**config.mk**
```make
export PLATFORM = sky130hd
export DESIGN_NAME = pattern_test_ctrl
export DESIGN_NICKNAME = d
export VERILOG_FILES = /design/src/rtl/pattern_test_ctrl.sv
export SDC_FILE = /design/constraint.sdc
export NUM_CORES = 1
export LEC_CHECK = 0
export ABC_AREA = 1
export CORE_AREA = 2 2 168 170
export CTS_CLUSTER_SIZE = 20
export DETAILED_ROUTE_END_ITERATION = 12
export DIE_AREA = 0 0 170 172
export GPL_TIMING_DRIVEN = 1
export PLACE_DENSITY = 0.76
export SLEW_MARGIN = 20
export SYNTH_ARGS = -nofsm -noshare
export SYNTH_HDL_FRONTEND = slang
export SYNTH_SLANG_ARGS = --single-unit
```
**constraint.sdc**
```tcl
create_clock -name clk_usr -period 2.7 [get_ports clk_usr]
set_input_delay 0.405 -clock clk_usr [delete_from_list [all_inputs] [get_ports clk_usr]]
set_output_delay 0.405 -clock clk_usr [all_outputs]
set_load 0.01 [all_outputs]
```
**src/rtl/pattern_test_ctrl.sv**
```systemverilog
// Sequencer for the 32-bit incrementing-pattern link test: re-inits the checker,
// streams 1,5,9,... to the link TX, counts RX words/errors and reports the result.
module pattern_test_ctrl #(
  parameter int unsigned TIMEOUT = 1024
) (
  input  logic        clk_usr,
  input  logic        rst_n,
  input  logic        start,
  input  logic        abort,
  input  logic [31:0] word_count,
  output logic [31:0] tx_data,
  output logic        tx_valid,
  input  logic        tx_ready,
  input  logic        rx_valid,
  input  logic        chk_err,
  output logic        chk_rst,
  output logic        busy,
  output logic        done,
  output logic        pass,
  output logic        timeout,
  output logic [31:0] rx_cnt,
  output logic [31:0] err_cnt
);

  localparam int unsigned     WDW     = $clog2(TIMEOUT + 1);
  localparam logic [WDW-1:0]  WD_LAST = WDW'(TIMEOUT - 1);

  typedef enum logic [2:0] {
    S_IDLE  = 3'd0,
    S_INIT  = 3'd1,
    S_SEND  = 3'd2,
    S_DRAIN = 3'd3,
    S_DONE  = 3'd4
  } state_t;

  state_t r_state, w_state_nxt;

  logic [31:0]    r_len, r_tx_cnt, r_tx_data, r_rx_cnt, r_err_cnt;
  logic [WDW-1:0] r_wd;
  logic           r_rx_valid_d, r_timeout;
  logic           r_tx_valid, r_chk_rst, r_busy, r_done, r_pass;

  logic [31:0]    w_tx_cnt_nxt, w_tx_data_nxt, w_rx_cnt_nxt, w_err_cnt_nxt;
  logic [WDW-1:0] w_wd_nxt;
  logic           w_timeout_nxt, w_pass_calc;
  logic           w_tx_valid_nxt, w_chk_rst_nxt, w_busy_nxt, w_done_nxt, w_pass_nxt;
  logic           w_hs, w_last_hs, w_counting, w_drain_ok, w_wd_exp, w_accept;

  function automatic logic [31:0] sat_inc(input logic [31:0] v);
    if (v == 32'hFFFF_FFFF) begin
      return v;
    end else begin
      return v + 32'd1;
    end
  endfunction

  assign w_hs       = r_tx_valid & tx_ready;
  assign w_last_hs  = w_hs & ((r_tx_cnt + 32'd1) == r_len);
  assign w_counting = (r_state == S_SEND) | (r_state == S_DRAIN);
  // the cycle after the last rx_valid still carries that word's error flag
  assign w_drain_ok = (r_rx_cnt >= r_len) & ~r_rx_valid_d;
  assign w_wd_exp   = ~rx_valid & (r_wd == WD_LAST);
  assign w_accept   = (r_state == S_IDLE) & start & ~abort;

  always_ff @(posedge clk_usr or negedge rst_n) begin
    if (!rst_n) begin
      r_state <= S_IDLE;
    end else begin
      r_state <= w_state_nxt;
    end
  end

  always_comb begin
    w_state_nxt = r_state;
    case (r_state)
      S_IDLE: begin
        if (w_accept) w_state_nxt = S_INIT;
        else          w_state_nxt = S_IDLE;
      end
      S_INIT: begin
        if (abort)               w_state_nxt = S_IDLE;
        else if (r_len == 32'd0) w_state_nxt = S_DONE;
        else                     w_state_nxt = S_SEND;
      end
      S_SEND: begin
        if (abort)          w_state_nxt = S_IDLE;
        else if (w_last_hs) w_state_nxt = S_DRAIN;
        else                w_state_nxt = S_SEND;
      end
      S_DRAIN: begin
        if (abort)                     w_state_nxt = S_IDLE;
        else if (w_drain_ok | w_wd_exp) w_state_nxt = S_DONE;
        else                           w_state_nxt = S_DRAIN;
      end
      S_DONE:  w_state_nxt = S_IDLE;
      default: w_state_nxt = S_IDLE;
    endcase
  end

  always_comb begin
    w_tx_cnt_nxt  = r_tx_cnt;
    w_tx_data_nxt = r_tx_data;
    w_rx_cnt_nxt  = r_rx_cnt;
    w_err_cnt_nxt = r_err_cnt;
    w_wd_nxt      = r_wd;
    w_timeout_nxt = r_timeout;
    case (r_state)
      S_INIT: begin
        w_tx_cnt_nxt  = 32'd0;
        w_tx_data_nxt = 32'h0000_0001;
        w_rx_cnt_nxt  = 32'd0;
        w_err_cnt_nxt = 32'd0;
        w_wd_nxt      = '0;
        w_timeout_nxt = 1'b0;
      end
      S_SEND, S_DRAIN: begin
        if (rx_valid) w_rx_cnt_nxt = sat_inc(r_rx_cnt);
        else          w_rx_cnt_nxt = r_rx_cnt;
        if (r_rx_valid_d && chk_err) w_err_cnt_nxt = sat_inc(r_err_cnt);
        else                         w_err_cnt_nxt = r_err_cnt;
        if (w_hs) begin
          w_tx_data_nxt = r_tx_data + 32'd4;
          w_tx_cnt_nxt  = r_tx_cnt + 32'd1;
        end else begin
          w_tx_data_nxt = r_tx_data;
          w_tx_cnt_nxt  = r_tx_cnt;
        end
        if (r_state == S_DRAIN) begin
          if (rx_valid)              w_wd_nxt = '0;
          else if (r_wd != WD_LAST)  w_wd_nxt = r_wd + WDW'(1);
          else                       w_wd_nxt = r_wd;
          if (!abort && !w_drain_ok && w_wd_exp) w_timeout_nxt = 1'b1;
          else                                   w_timeout_nxt = r_timeout;
        end else begin
          w_wd_nxt      = r_wd;
          w_timeout_nxt = r_timeout;
        end
      end
      default: begin
        w_wd_nxt = r_wd;
      end
    endcase
  end

  assign w_pass_calc = (w_err_cnt_nxt == 32'd0) & (w_rx_cnt_nxt == r_len) & ~w_timeout_nxt;

  always_comb begin
    w_tx_valid_nxt = (w_state_nxt == S_SEND);
    w_chk_rst_nxt  = (w_state_nxt == S_INIT);
    w_busy_nxt     = (w_state_nxt != S_IDLE);
    w_done_nxt     = (w_state_nxt == S_DONE);
    if (w_state_nxt == S_DONE) begin
      w_pass_nxt = w_pass_calc;
    end else if ((r_state != S_IDLE) && (abort || (r_state == S_INIT))) begin
      w_pass_nxt = 1'b0;
    end else begin
      w_pass_nxt = r_pass;
    end
  end

  always_ff @(posedge clk_usr or negedge rst_n) begin
    if (!rst_n) begin
      r_len        <= 32'd0;
      r_tx_cnt     <= 32'd0;
      r_tx_data    <= 32'h0000_0001;
      r_rx_cnt     <= 32'd0;
      r_err_cnt    <= 32'd0;
      r_wd         <= '0;
      r_timeout    <= 1'b0;
      r_rx_valid_d <= 1'b0;
    end else begin
      r_len        <= w_accept ? word_count : r_len;
      r_tx_cnt     <= w_tx_cnt_nxt;
      r_tx_data    <= w_tx_data_nxt;
      r_rx_cnt     <= w_rx_cnt_nxt;
      r_err_cnt    <= w_err_cnt_nxt;
      r_wd         <= w_wd_nxt;
      r_timeout    <= w_timeout_nxt;
      r_rx_valid_d <= w_counting & rx_valid;
    end
  end

  always_ff @(posedge clk_usr or negedge rst_n) begin
    if (!rst_n) begin
      r_tx_valid <= 1'b0;
      r_chk_rst  <= 1'b0;
      r_busy     <= 1'b0;
      r_done     <= 1'b0;
      r_pass     <= 1'b0;
    end else begin
      r_tx_valid <= w_tx_valid_nxt;
      r_chk_rst  <= w_chk_rst_nxt;
      r_busy     <= w_busy_nxt;
      r_done     <= w_done_nxt;
      r_pass     <= w_pass_nxt;
    end
  end

  assign tx_data  = r_tx_data;
  assign tx_valid = r_tx_valid;
  assign chk_rst  = r_chk_rst;
  assign busy     = r_busy;
  assign done     = r_done;
  assign pass     = r_pass;
  assign timeout  = r_timeout;
  assign rx_cnt   = r_rx_cnt;
  assign err_cnt  = r_err_cnt;

endmodule

```
==> summary.md <==
| Metric | Value |
|---|---|
| Status | `complete, no violations` |
| Drc violations | `0` |
| Area leader, netlist | `dfrtp_1` |
| Synth Instances | `roughly 1700` |
| Crit path largest cell delay | `between 0.4 and 0.5 ns` |
| #FFs+latches synth | `180` |
| Critical Path End | `pass` |
| TritonRoute pass-1 iters | `7` |
| Syn Area/Cell | `around 6.9 um2` |
| Row count | `61` |
| Core area | `between 20000 and 30000 um2` |
| Area delta synth->final | `27.69%` |
| Synth warnings | `0` |
| Final Setup Violations | `0` |
| Critical path type | `flip-flop to flip-flop` |
| Max-Cap Viols | `0` |
| Most common cell after layout, fill and taps aside | `nand2_1` |
| Worst slack, placed | `-0.1370 ns` |
| IO Port Bufs | `139` |
| Area of the multi-input gates | `around 6700 um2` |
| DRT iter0 DRCs | `around 1200` |
| Total track usage | `approximately a quarter` |
| VDD IR-drop max | `around 320 uV` |
| Worst-skew pair later-pin latency | `~0.45 ns` |
| FF/Latch Area | `4509 um2` |
| PwrDens | `477.5 nW/um2` |
| Yosys top cell area share | `around 37%` |
| Die height | `172 um` |
| Final setup TNS | `0 ns` |
| CP Capture Type | `flip-flop` |
| WP data arrival | `between 2 and 3 ns` |
| Seq/Total Area, Yosys | `a little under two fifths` |
| RSZ-0062 raised after global routing | `true` |
| Routability cong. | `between 0.9 and 1` |
| Synth unique cells | `a little under 50` |
| Flop2flop setup slack | `roughly 0.12 ns` |
| Routed WL per cell | `~17 um` |
| CTS Buffer Depth | `2` |
| Final Hold Vio Count | `0` |
| Worst Clk Skew | `between 0.01 and 0.015 ns` |
| Crit-path cells | `nor2_2, nand2_2, nand2_2, buf_12, nand2_2, clkinv_4, buf_4, nand3_1, nand2_1, nand2_1, nor2_1, nand2_1, nor2_1, nand2_1, nor2_2, nand3_1, nor2_1, nand3_1, nand2_1` |
| Detailed Place HPWL | `29.65 mm` |
| FF-to-FF End | `pass` |
| Tmin final | `2.582 ns` |
| Chip Width | `170 um` |
| Top_reg_cell synth | `dfrtp_1` |
| Synth area leaders | `dfrtp_1, nand2_1, inv_1` |
| Setup ws final | `between 0.1 and 0.15 ns` |
| Syn Std Cell Area | `approximately 12000 um2` |
| HP Class | `input pin to asynchronous set/reset pin` |
| Vias per cell | `5.408` |
| ANT nets after route | `0` |
| First-pass GRT wire length | `between 60 and 70 mm` |
| Nets | `2056` |
| Rel. slew slack | `60.29%` |
| Routed wire length | `38.61 mm` |
| Syn_nets | `between 1500 and 2000` |
| Critical path startpoint | `r_state[0]` |
| Worst reg2reg path depth | `19` |
| Via count | `roughly 13000` |
| CTS Buf Count | `17` |
| CP dominant cell by count | `nand2_1` |
| Die Area | `just under 30000 um2` |
| EDFF count, synth | `0` |
| Fmax | `about 390 MHz` |
| Slowest cell on crit path | `dfrtp_1` |
| Startpoint types | `flip-flop` |
| Initial Utilization | `between 40 and 50%` |
| Largest fanout on the critical path | `11` |
| IO Count | `about 140` |
| Tightest Pin Transition | `0.5956 ns` |
| Async SR Flop Fraction | `100.0%` |
| Fill cells | `2602` |
| Vias in the first global route | `~12000` |
| Crit path required time | `between 3 and 4 ns` |
| Clock input transition at the sequential cells of the worst setup and hold paths | `about 0.080 ns` |
| LEAKAGE | `approximately 0.0074 uW` |
| Diode count | `0` |
| Total global routing overflow | `0` |
| Commonest cells after routing, fill and taps aside | `nand2_1, inv_1, nor2_1` |
| H-tree levels | `4` |
| CTS tree | `yes` |
| Largest net degree at the start of global routing | `58` |
| Share of cells above drive strength 1 | `between 10% and 20%` |
| Clk root buf | `clkbuf_16` |
| Clock sink count | `180` |
| Final Max Tran Viols | `0` |
| Fin crit share | `~96%` |
| Antenna violations before repair | `0` |
| FF-to-FF Start | `r_state[0]` |
==> power breakdown <==
| group | total, uW | internal, uW | switching, uW |
|---|---|---|---|
| Clock | 2590 | 1260 | 1340 |
| Combinational | 1720 | 666 | 1050 |
| Sequential | 3060 | 2870 | 194 |
==> critical path, delay by kind of cell, from the launching register on <==
| family | cells | cell delay, ns |
|---|---|---|
| buffers and inverters | 3 | 0.44 |
| flip-flops | 1 | 0.42 |
| AND/OR/NAND/NOR | 16 | 1.66 |
==> through the flow <==
step / std cells / utilization [%] / total power, uW / hold slack (ns) / cell area (um2)
floorplan: 1744 / - / 4004 / 0.1094 / 12100
global placement: 2294 / 53.03 / 4753 / 0.4306 / 14570
detailed placement: 2294 / 53.03 / 4790 / 0.4369 / 14570
CTS: 2327 / 55.31 / 7375 / 0.5084 / 15200
global route: 2339 / 56.25 / 7750 / 0.5263 / 15460
finish: 2339 / 56.25 / 7380 / 0.5113 / 15460
==> cell type report <==
cell class	count	share of cell area, %
inverter	250	6.104
sequential	180	29.18
clock inverter	15	1.174
timing repair buffer	250	14.90
multi-input combinational	1281	43.09
clock buffer	17	2.752
tap	346	2.801
==> cell usage after synthesis, types with 2 or more instances <==
| cell type | count |
|---|---|
| nand4_2 | 5 |
| nand2_2 | 9 |
| nor4_4 | 2 |
| o21ai_1 | 8 |
| o21a_1 | 5 |
| xnor2_1 | 3 |
| buf_4 | 3 |
| inv_2 | 4 |
| nor2_1 | 200 |
| o211ai_1 | 2 |
| nor2_2 | 7 |
| nand3b_1 | 13 |
| nand2_4 | 4 |
| xor2_1 | 45 |
| a21oi_1 | 40 |
| buf_1 | 4 |
| clkbuf_1 | 19 |
| ha_1 | 37 |
| nor3_1 | 35 |
| o31ai_1 | 2 |
| buf_6 | 5 |
| nand3_1 | 159 |
| o22ai_1 | 23 |
| nor3b_1 | 3 |
| nor4_1 | 14 |
| o21bai_1 | 10 |
| or2_2 | 7 |
| buf_2 | 3 |
| a31oi_1 | 2 |
| nand4_1 | 51 |
| nand2_1 | 484 |
| nand3_2 | 5 |
| nor2_4 | 4 |
| inv_1 | 244 |
| nor3_2 | 4 |
| a211oi_1 | 2 |
| o21ai_0 | 86 |
| dfrtp_1 | 179 |
| nor2_8 | 2 |
==> what timing repair did <==
| item | CTS | global route |
|---|---|---|
| endpoints found under the setup margin | 1 | 4 |
| setup buffers | 0 | 11 |
| gates resized for setup | 3 | 46 |
| hold buffers | 1 | 0 |
| pin swaps | 0 | 8 |
| gates cloned | 0 | 1 |
| endpoints found under the hold margin | 53 | 0 |
==> cells by family (layout without fill, tap and decap cells) <==
group	count (synthesis)	after routing	share of synthesized area [%]
buffers and inverters	284	532	9.251
AOI/OAI and AO/OA	183	183	8.363
xor gates and xnor gates	48	48	3.473
adders and majority gates	37	37	3.825
other	1	1	0.03098
DFF	180	180	37.22
and+or+nand+nor	1011	1012	37.83
==> flip-flops by register name, summed over array words and instances (netlist names) <==
name	cells
tx_valid	1
done	1
busy	1
r_len	32
chk_rst	1
r_wd	11
pass	1
r_state	3
rx_cnt	32
timeout	1
r_rx_valid_d	1
err_cnt	32
tx_data	31
r_tx_cnt	32
==> worst min path at each step <==
stage              startpoint           to  slack (ns)  cells past startpoint
5_1_grt         word_count[8]     r_len[8]        0.53                      3
3_5_place_dp            rst_n  err_cnt[18]        0.44                      1
2_1_floorplan           rst_n         busy        0.11                      0
3_3_place_gp            rst_n  err_cnt[16]        0.43                      1
4_1_cts        word_count[14]    r_len[14]        0.51                      3
6_report                rst_n   err_cnt[6]        0.51                      2
==> metal layers <==
layer / routed length [um] / global-route usage, % / up-vias / share of wire [%]
met5: 0 / 0 / - / 0
met3: 2512 / 3.891 / 93 / 6.5
met1: 16850 / 35.38 / 5898 / 44
met2: 17730 / 43.48 / 541 / 46
li1: - / - / 6117 / -
met4: 1520 / 11.89 / 0 / 3.9
No activity file was read; power rests on OpenSTA's default activity.
